File: src/rtl/seq_arith_pkg.sv
// Shared constants and FSM encoding for the sequential subtractor.
package seq_arith_pkg;

  localparam int N      = 128;
  localparam int W      = 32;
  localparam int SLICES = N / W;
  localparam int CW     = $clog2(SLICES);

  typedef enum logic [1:0] {
    IDLE = 2'd0,
    BUSY = 2'd1,
    DONE = 2'd2
  } state_t;

endpackage

File: src/rtl/seq_sub128_slice.sv
// W-bit add-one carry-select slice: precomputes a+b and a+b+1, the incoming
// carry picks one. gen/prop describe a+b alone, so they exclude cin.
module a1cs_slice32
  import seq_arith_pkg::*;
(
  input  logic         cin,
  input  logic [W-1:0] a,
  input  logic [W-1:0] b,
  output logic [W-1:0] s,
  output logic         gen,
  output logic         prop,
  output logic         cout
);

  logic [W:0] sum0;
  logic [W:0] sum1;

  // sum1 cannot overflow W+1 bits: sum0 is at most 2^(W+1)-2.
  assign sum0 = {1'b0, a} + {1'b0, b};
  assign sum1 = sum0 + (W+1)'(1);

  assign s    = cin ? sum1[W-1:0] : sum0[W-1:0];
  assign cout = cin ? sum1[W]     : sum0[W];
  assign gen  = sum0[W];
  assign prop = &(a ^ b);

endmodule

File: src/rtl/seq_sub128.sv
// Multi-cycle 128-bit subtractor D = A - B - bin, one 32-bit beat per cycle
// through a single time-multiplexed carry-select slice.
//
// state | meaning
// IDLE  | waiting for operands, in_ready high
// BUSY  | one slice per cycle, counter selects the beat
// DONE  | result held with out_valid until out_ready
module seq_sub128
  import seq_arith_pkg::*;
(
  input  logic         clk,
  input  logic         rst,
  input  logic         in_valid,
  output logic         in_ready,
  input  logic [N-1:0] a,
  input  logic [N-1:0] b,
  input  logic         bin,
  output logic         out_valid,
  input  logic         out_ready,
  output logic [N-1:0] d,
  output logic         bout,
  output logic         gen,
  output logic         prop,
  output logic         zero
);

  state_t        state_q, state_n;
  logic [N-1:0]  a_q, nb_q, d_q, d_nxt;
  logic [CW-1:0] cnt_q;
  logic          carry_q, g_acc, p_acc;
  logic          bout_q, gen_q, prop_q, zero_q;
  logic          accept, last;

  logic [W-1:0]  s_k;
  logic          g_k, p_k, c_k, g_nxt, p_nxt;

  a1cs_slice32 u_slice (
    .cin  (carry_q),
    .a    (a_q[W*cnt_q +: W]),
    .b    (nb_q[W*cnt_q +: W]),
    .s    (s_k),
    .gen  (g_k),
    .prop (p_k),
    .cout (c_k)
  );

  assign last = (cnt_q == CW'(SLICES-1));

  // Group G/P fold; beat 0 seeds the accumulators directly.
  always_comb begin
    g_nxt = g_k;
    p_nxt = p_k;
    if (cnt_q != '0) begin
      g_nxt = g_k | (p_k & g_acc);
      p_nxt = p_acc & p_k;
    end
  end

  // Result vector with the current beat merged in.
  always_comb begin
    d_nxt = d_q;
    d_nxt[W*cnt_q +: W] = s_k;
  end

  // Next-state and operand-accept decode.
  always_comb begin
    state_n = state_q;
    accept  = 1'b0;
    case (state_q)
      IDLE: begin
        if (in_valid) begin
          accept  = 1'b1;
          state_n = BUSY;
        end
      end
      BUSY: begin
        if (last) state_n = DONE;
      end
      DONE: begin
        if (out_ready) begin
          if (in_valid) begin
            accept  = 1'b1;
            state_n = BUSY;
          end else begin
            state_n = IDLE;
          end
        end
      end
      default: state_n = IDLE;
    endcase
  end

  // State, operand latch, per-beat accumulation and result capture.
  always_ff @(posedge clk or posedge rst) begin
    if (rst) begin
      state_q <= IDLE;
      a_q     <= '0;
      nb_q    <= '0;
      d_q     <= '0;
      cnt_q   <= '0;
      carry_q <= 1'b0;
      g_acc   <= 1'b0;
      p_acc   <= 1'b0;
      bout_q  <= 1'b0;
      gen_q   <= 1'b0;
      prop_q  <= 1'b0;
      zero_q  <= 1'b0;
    end else begin
      state_q <= state_n;
      if (accept) begin
        a_q     <= a;
        nb_q    <= ~b;
        carry_q <= ~bin;
        cnt_q   <= '0;
      end else if (state_q == BUSY) begin
        d_q     <= d_nxt;
        carry_q <= c_k;
        g_acc   <= g_nxt;
        p_acc   <= p_nxt;
        cnt_q   <= cnt_q + CW'(1);
        if (last) begin
          bout_q <= ~c_k;
          gen_q  <= g_nxt;
          prop_q <= p_nxt;
          zero_q <= (d_nxt == '0);
        end
      end
    end
  end

  assign in_ready  = ~rst & ((state_q == IDLE) | ((state_q == DONE) & out_ready));
  assign out_valid = (state_q == DONE);
  assign d         = d_q;
  assign bout      = bout_q;
  assign gen       = gen_q;
  assign prop      = prop_q;
  assign zero      = zero_q;

endmodule

File: config.mk
export PLATFORM = sky130hd
export DESIGN_NAME = seq_sub128
export DESIGN_NICKNAME = d
export VERILOG_FILES = /design/src/rtl/seq_arith_pkg.sv /design/src/rtl/seq_sub128_slice.sv /design/src/rtl/seq_sub128.sv
export SDC_FILE = /design/constraint.sdc
export NUM_CORES = 1
export LEC_CHECK = 0
export CAP_MARGIN = 40
export CORE_UTILIZATION = 42
export CTS_BUF_LIST = sky130_fd_sc_hd__clkbuf_16
export CTS_CLUSTER_DIAMETER = 50
export CTS_CLUSTER_SIZE = 8
export DETAILED_ROUTE_END_ITERATION = 8
export PLACE_DENSITY = 0.74
export SLEW_MARGIN = 0
export SYNTH_ARGS = -nofsm -noshare
export SYNTH_HDL_FRONTEND = slang
export SYNTH_SLANG_ARGS = --single-unit
File: constraint.sdc
create_clock -name clk -period 14.62 [get_ports clk]
set_clock_uncertainty 0.2 [all_clocks]
set_input_delay 2.193 -clock clk [delete_from_list [all_inputs] [get_ports clk]]
set_output_delay 2.193 -clock clk [all_outputs]
set_load 0.02 [all_outputs]
==> flow_summary_export.csv, run 1 <==
group,metric,value,unit
sta,period_minus_slack,7.12,ns
critical_path,ff2ff_setup_slack,7.50,ns
detailed_routing,avgRoutedWirePerCell,21.2,um
critical_path,path_max_fanout,39,
sta,fin_setup_tns,0,ns
sta,fmax,140,MHz
min_path,min_from,"a_q[92]$_DFFE_PP0P_",
logic_synthesis,synth_top_cell_by_area,"dfrtp_1",
clock_network,cts.clk_slew.worst_paths,0.05,ns
critical_path,slowest_delay,0.88,ns
min_path,hold-path-cell-count,2,
clock_network,cts_buffers,57,
logic_synthesis,synth_edf_count,0,
detailed_routing,drtAntennaViolNets,0,
sta,rsz0062_at_grt,"false",
floorplanning,die_w,221,um
clock_network,cts_sinks,395,
clock_network,post_cts_buffers,0,
critical_path,cp-start-kind,"register",
global_route,grt_max_degree,159,
placement,gp_congestion,0.951,
detailed_routing,dr.pass1.iters,8,
clock_network,cts_tree,"done",
critical_path,r2r-start,"cnt_q[0]$_DFFE_PP0P_",
detailed_routing,dr_wl_met3,5.17,mm
detailed_routing,topRoutingLayerUsed,"met5",
global_route,antenna_found_initial,5,
logic_synthesis,synth-seq-cells,395,
floorplanning,initial_core_util,42.9,%
detailed_routing,wl_met2,31.3,mm
detailed_routing,drt_iter0_markers,1736,
critical_path,cp.required,14.95,ns
sta,min_period_over_period,48.7,%
sta,setup_violations,0,
clock_network,ctsResizeCount,0,
logic_synthesis,synth_common_cells,"699 x nand2_1, 395 x dfrtp_1, 275 x o21ai_0, 101 x clkbuf_1, 73 x nor2_1",
critical_path,crit_type,"reg2reg",
detailed_routing,viasPerCell,5.78,
final_layout,fin_util,55.7,%
floorplanning,rows,79,
logic_synthesis,synthesis.area,20100,um^2
final_layout,synthToLayoutAreaGrowth,29.9,%
sta,hold_viol,0,
critical_path,r2r-end,"zero$_DFFE_PP0P_",
placement,place_area,24600,um^2
final_layout,final_nets,2809,
detailed_routing,wl_met1,27.9,mm
clock_network,h-tree-depth,2,
floorplanning,io_pins,395,
detailed_routing,drc,27,
global_route,gr-usage-all-layers,27.4,%
placement,hpwl,50.0,mm
logic_synthesis,yosysTopAreaCellShare,49.2,%
logic_synthesis,synthArstFlopShare,100,%
global_route,grt_pass1_wl,102,mm
floorplanning,core_area,46900,um^2
sta,finalMaxSlewViolations,0,
logic_synthesis,ys.flop_type,"dfrtp_1",
placement,io_buffers,394,
clock_network,clkLatencyLatePin,0.60,ns
sta,tightestPinTransition,0.927,ns
clock_network,clockBufferDepth,3,
min_path,hold-path-endpoint,"a_q[92]$_DFFE_PP0P_",
logic_synthesis,yosysMostFrequentCell,"nand2_1",
critical_path,cp_num_buf_inv,1,
critical_path,cp_cell_sequence,"buf_4 -> mux4_2 -> ha_1 -> a21oi_1 -> a21boi_0 -> a211oi_2 -> a211oi_1 -> o311ai_1 -> or3b_1 -> nor4b_2 -> nand2_1 -> xnor2_1 -> a2111oi_0 -> o2111ai_1 -> a2111oi_2 -> a32o_1",
critical_path,crit_path_end_kind,"register",
logic_synthesis,yosysSeqAreaShare,49.2,%
critical_path,slowest_stage,"dfrtp_4",
final_layout,n_antenna_cell,0,
floorplanning,dieArea,48700,um^2
critical_path,reg2regPathDepth,16,
logic_synthesis,synth.top_cells.by_area,"dfrtp_1 49%, nand2_1 13%, mux4_2 7.2%, o21ai_0 6.9%, ha_1 2.4%",
status,status,"finished, violations left",
logic_synthesis,synth_cell_types,92,
logic_synthesis,synth_area_per_cell,9.31,um^2
floorplanning,die_h,221,um
final_layout,drive_gt1_share,7.64,%
clock_network,ctsHoldBuffers,0,
status,violations,"design-rule violations",
detailed_routing,num_vias,18045,
detailed_routing,drt-total-wl,66.3,mm
job,max_cap_viol_count,0,
global_route,overflow,0,
sta,slew-limit-headroom,37.8,%
global_route,first_global_vias,18012,
logic_synthesis,syn-num-nets,2457,
min_path,hold_path.class,"reg2reg",
critical_path,critPathTopFamily,"compound AO/OA/AOI/OAI gates",
final_layout,fin_area,26100,um^2
critical_path,cp.arrival,7.45,ns
logic_synthesis,yosys_warnings,0,
clock_network,root_buffer,"clkbuf_16",
logic_synthesis,syn_inst,2156,
-- flip-flops by register name, indices dropped and copies added (netlist names) --
signal   flops
carry_q      1
state_q      2
nb_q       128
zero         1
p_acc        1
cnt_q        2
d          128
g_acc        1
gen          1
bout         1
prop         1
a_q        128
-- metal layers --
metal  GRT usage, %  up-vias
li1               -     8221
met1           37.3     8860
met2           44.1      821
met3           4.96      135
met4           9.34        8
met5              0        -
-- area by class of cell --
class / instances / area (um^2)
inverters: 22 / 90.1
fillers: 4104 / 20800
clock inverters: 8 / 73.8
flip-flops and latches: 395 / 9890
repair buffers: 417 / 4210
well taps: 607 / 759
multi-input cells: 1615 / 9620
clock buffers: 57 / 1430
-- stage by stage --
step                      cells  worst slack (ns)  hold slack [ns]
after global placement     3048              7.67            0.253
final                      3121              7.50            0.267
after CTS                  3121              7.51            0.271
after floorplan            2156              1.00            0.240
after detailed placement   3056              7.52            0.259
after global routing       3121              6.98            0.287
-- worst min-delay path: stages, from the launching register on --
cell and delay [ns]:
dfrtp_1 0.33, nand2_1 0.05, nand2_1 0.05
-- cell families after synthesis --
kind of cell | synth area share, %
and+or+nand+nor | 20.9
AOI/OAI and AO/OA | 14.6
DFF | 49.2
buffers and inverters | 2.88
muxes | 7.34
xor gates and xnor gates | 2.60
adders and majority gates | 2.53
-- how the worst max path moves through the flow --
| stage | cells after the start | to | start |
|---|---|---|---|
| 4_1_cts | 16 | zero$_DFFE_PP0P_ | cnt_q[0]$_DFFE_PP0P_ |
| 5_1_grt | 16 | zero$_DFFE_PP0P_ | cnt_q[0]$_DFFE_PP0P_ |
| 3_5_place_dp | 16 | zero$_DFFE_PP0P_ | cnt_q[0]$_DFFE_PP0P_ |
| 6_report | 16 | zero$_DFFE_PP0P_ | cnt_q[0]$_DFFE_PP0P_ |
| 2_1_floorplan | 2 | in_ready | rst |
| 3_3_place_gp | 16 | zero$_DFFE_PP0P_ | cnt_q[0]$_DFFE_PP0P_ |
-- cells in the final DEF, fill, tap and decap left out, types with 8 or more instances in the layout --
master           synthesis  layout
clkbuf_16                0      57
o31ai_1                  9       9
nor2_1                  73      73
xor2_1                  16      16
nand3_1                 23      23
a21o_1                  14      14
a31oi_1                 13      13
mux4_2                  64      64
nand2_1                699     698
nor3_1                  36      36
buf_4                    1      16
nand4_1                 21      21
o21ai_0                275     275
dfrtp_1                395     393
nor4_1                  33      33
ha_1                    39      39
xnor2_1                 38      38
nand2b_1                10      10
inv_1                   22      21
a22o_1                  19      19
a21oi_1                 45      45
a211oi_1                10      10
and3_1                  11      11
and4_1                   8       8
clkdlybuf4s50_1          0     394
and2_1                  17      16
o22ai_1                 10      10
Power of run 1 is left out: the tool's default activity adds up to more than one toggle a clock period on the data nets, which glitch-free logic cannot reach.
==> run 2: changes to the inputs <==
Clock period 14.62 ns to 7.4 ns, I/O delays scaled along.
==> run 2 against run 1 <==
The run still ends with design-rule violations left. Sequential cell count unchanged. Non-clock buffer count fell by 1. Fmax up 2.3%. Highest routed layer is now met4. Critical path depth unchanged. Register-to-register slack got worse by 7.1 ns. Sequential share of layout area is 0.19 points lower. Critical endpoint unchanged.
==> flow_summary_export.csv, run 2 (same netlist as run 1, synthesis figures left out) <==
group,metric,value,unit
critical_path,ff2ff_setup_slack,0.44,ns
min_path,hold-path-endpoint,"a_q[62]$_DFFE_PP0P_",
sta,setup_violations,0,
global_route,grt_pass1_wl,101,mm
critical_path,r2r-start,"cnt_q[0]$_DFFE_PP0P_",
detailed_routing,viasPerCell,5.83,
critical_path,cp-start-kind,"register",
sta,slew-limit-headroom,28.0,%
min_path,hold_path.class,"reg2reg",
final_layout,n_antenna_cell,0,
critical_path,slowest_stage,"dfrtp_4",
clock_network,cts_sinks,395,
critical_path,crit_path_end_kind,"register",
critical_path,reg2regPathDepth,16,
floorplanning,io_pins,395,
clock_network,cts_tree,"done",
detailed_routing,num_vias,18219,
critical_path,cp.required,7.72,ns
clock_network,root_buffer,"clkbuf_16",
critical_path,crit_type,"reg2reg",
sta,min_period_over_period,94.1,%
clock_network,clkLatencyLatePin,0.61,ns
global_route,grt_max_degree,223,
critical_path,cp.arrival,7.28,ns
clock_network,clockBufferDepth,3,
critical_path,cp_cell_sequence,"buf_12 -> mux4_2 -> ha_1 -> a21oi_1 -> o21ai_0 -> nor3_1 -> a21o_1 -> a211oi_1 -> nand4b_1 -> nor4b_2 -> nand2_1 -> xnor2_1 -> a2111oi_0 -> o2111ai_1 -> a2111oi_2 -> a32o_1",
min_path,min_from,"a_q[62]$_DFFE_PP0P_",
critical_path,r2r-end,"zero$_DFFE_PP0P_",
critical_path,critPathTopFamily,"compound AO/OA/AOI/OAI gates",
floorplanning,die_w,221,um
global_route,gr-usage-all-layers,27.2,%
critical_path,path_max_fanout,39,
global_route,overflow,0,
floorplanning,initial_core_util,42.9,%
sta,tightestPinTransition,1.08,ns
global_route,antenna_found_initial,1,
placement,hpwl,49.6,mm
status,status,"finished, violations left",
detailed_routing,drt-total-wl,66.2,mm
min_path,hold-path-cell-count,2,
floorplanning,die_h,221,um
detailed_routing,dr.pass1.iters,9,
clock_network,ctsHoldBuffers,0,
final_layout,synthToLayoutAreaGrowth,30.6,%
clock_network,cts.clk_slew.worst_paths,0.05,ns
clock_network,h-tree-depth,2,
status,violations,"design-rule violations",
sta,hold_viol,0,
clock_network,post_cts_buffers,0,
final_layout,fillers,4048,
detailed_routing,drt_iter0_markers,2180,
sta,finalMaxSlewViolations,0,
sta,period_minus_slack,6.96,ns
final_layout,drive_gt1_share,7.74,%
final_layout,most-common-layout-cells,"698 x nand2_1, 394 x clkdlybuf4s50_1, 393 x dfrtp_1",
final_layout,final_nets,2809,
clock_network,cts_buffers,58,
sta,fmax,144,MHz
detailed_routing,avgRoutedWirePerCell,21.2,um
global_route,first_global_vias,17607,
sta,rsz0062_at_grt,"false",
detailed_routing,drc,25,
floorplanning,dieArea,48700,um^2
job,max_cap_viol_count,0,
floorplanning,rows,79,
detailed_routing,drtAntennaViolNets,0,
clock_network,ctsResizeCount,0,
placement,io_buffers,394,
sta,hold_ws,0.269,ns
critical_path,slowest_delay,0.87,ns
critical_path,cp_num_buf_inv,1,
final_layout,final_common_cell,"nand2_1",
floorplanning,core_area,46900,um^2
placement,gp_congestion,0.916,
[run 2: cell count changes in the layout (fill, tap and decap cells not counted), moves of 2 or more]
cell	previous run	this run
clkinv_1	2	0
inv_1	21	25
clkbuf_16	57	59
buf_12	1	3
buf_4	16	11
bufinv_16	0	2
[run 2: per-stage QoR]
step | worst slack (ns) | setup TNS (ns) | cell area [um^2] | instances | utilization, %
3_5_place_dp | 0.617 | 0 | 24600 | 3055 | 52.5
5_1_grt | 0.122 | 0 | 26200 | 3126 | 55.9
2_1_floorplan | -1.56 | -1.56 | 20100 | 2156 | -
4_1_cts | 0.576 | 0 | 26200 | 3126 | 55.9
6_report | 0.438 | 0 | 26200 | 3126 | 55.9
3_3_place_gp | 0.965 | 0 | 24400 | 3045 | 52.1
[run 2: worst max-delay path by stage]
stage | end | slack (ns) | cells after the start | start
finish | zero$_DFFE_PP0P_ | 0.44 | 16 | cnt_q[0]$_DFFE_PP0P_
global placement | zero$_DFFE_PP0P_ | 0.97 | 16 | cnt_q[0]$_DFFE_PP0P_
floorplan | in_ready | -1.56 | 2 | rst
detailed placement | zero$_DFFE_PP0P_ | 0.62 | 16 | cnt_q[0]$_DFFE_PP0P_
global route | zero$_DFFE_PP0P_ | 0.12 | 16 | cnt_q[0]$_DFFE_PP0P_
CTS | zero$_DFFE_PP0P_ | 0.58 | 16 | cnt_q[0]$_DFFE_PP0P_
[run 2: final cells by class]
type | count | area (um^2) | share of cell area (%)
Multi-Input combinational cell | 1615 | 9620 | 36.7
Sequential cell | 395 | 9890 | 37.7
Timing Repair Buffer | 416 | 4240 | 16.2
Clock buffer | 59 | 1480 | 5.63
Clock inverter | 12 | 130 | 0.496
Inverter | 22 | 86.3 | 0.329
Tap cell | 607 | 759 | 2.90
[run 2: metal layers]
metal / up-vias / global-route usage, % / part of all wire [%]
li1: 8239 / - / -
met1: 8921 / 37.7 / 42
met2: 939 / 43.9 / 47
met3: 120 / 4.59 / 8.5
met4: 0 / 7.92 / 2.5
met5: - / 0 / 0
[run 2: worst register-to-register path, stage by stage (launching register included)]
cell and delay [ns]:
dfrtp_4 0.87, buf_12 0.41, mux4_2 0.58, ha_1 0.52, a21oi_1 0.15, o21ai_0 0.38, nor3_1 0.10, a21o_1 0.20
a211oi_1 0.70, nand4b_1 0.42, nor4b_2 0.62, nand2_1 0.19, xnor2_1 0.17, a2111oi_0 0.51, o2111ai_1 0.24, a2111oi_2 0.41
a32o_1 0.22
Power of run 2 is left out for the same reason.
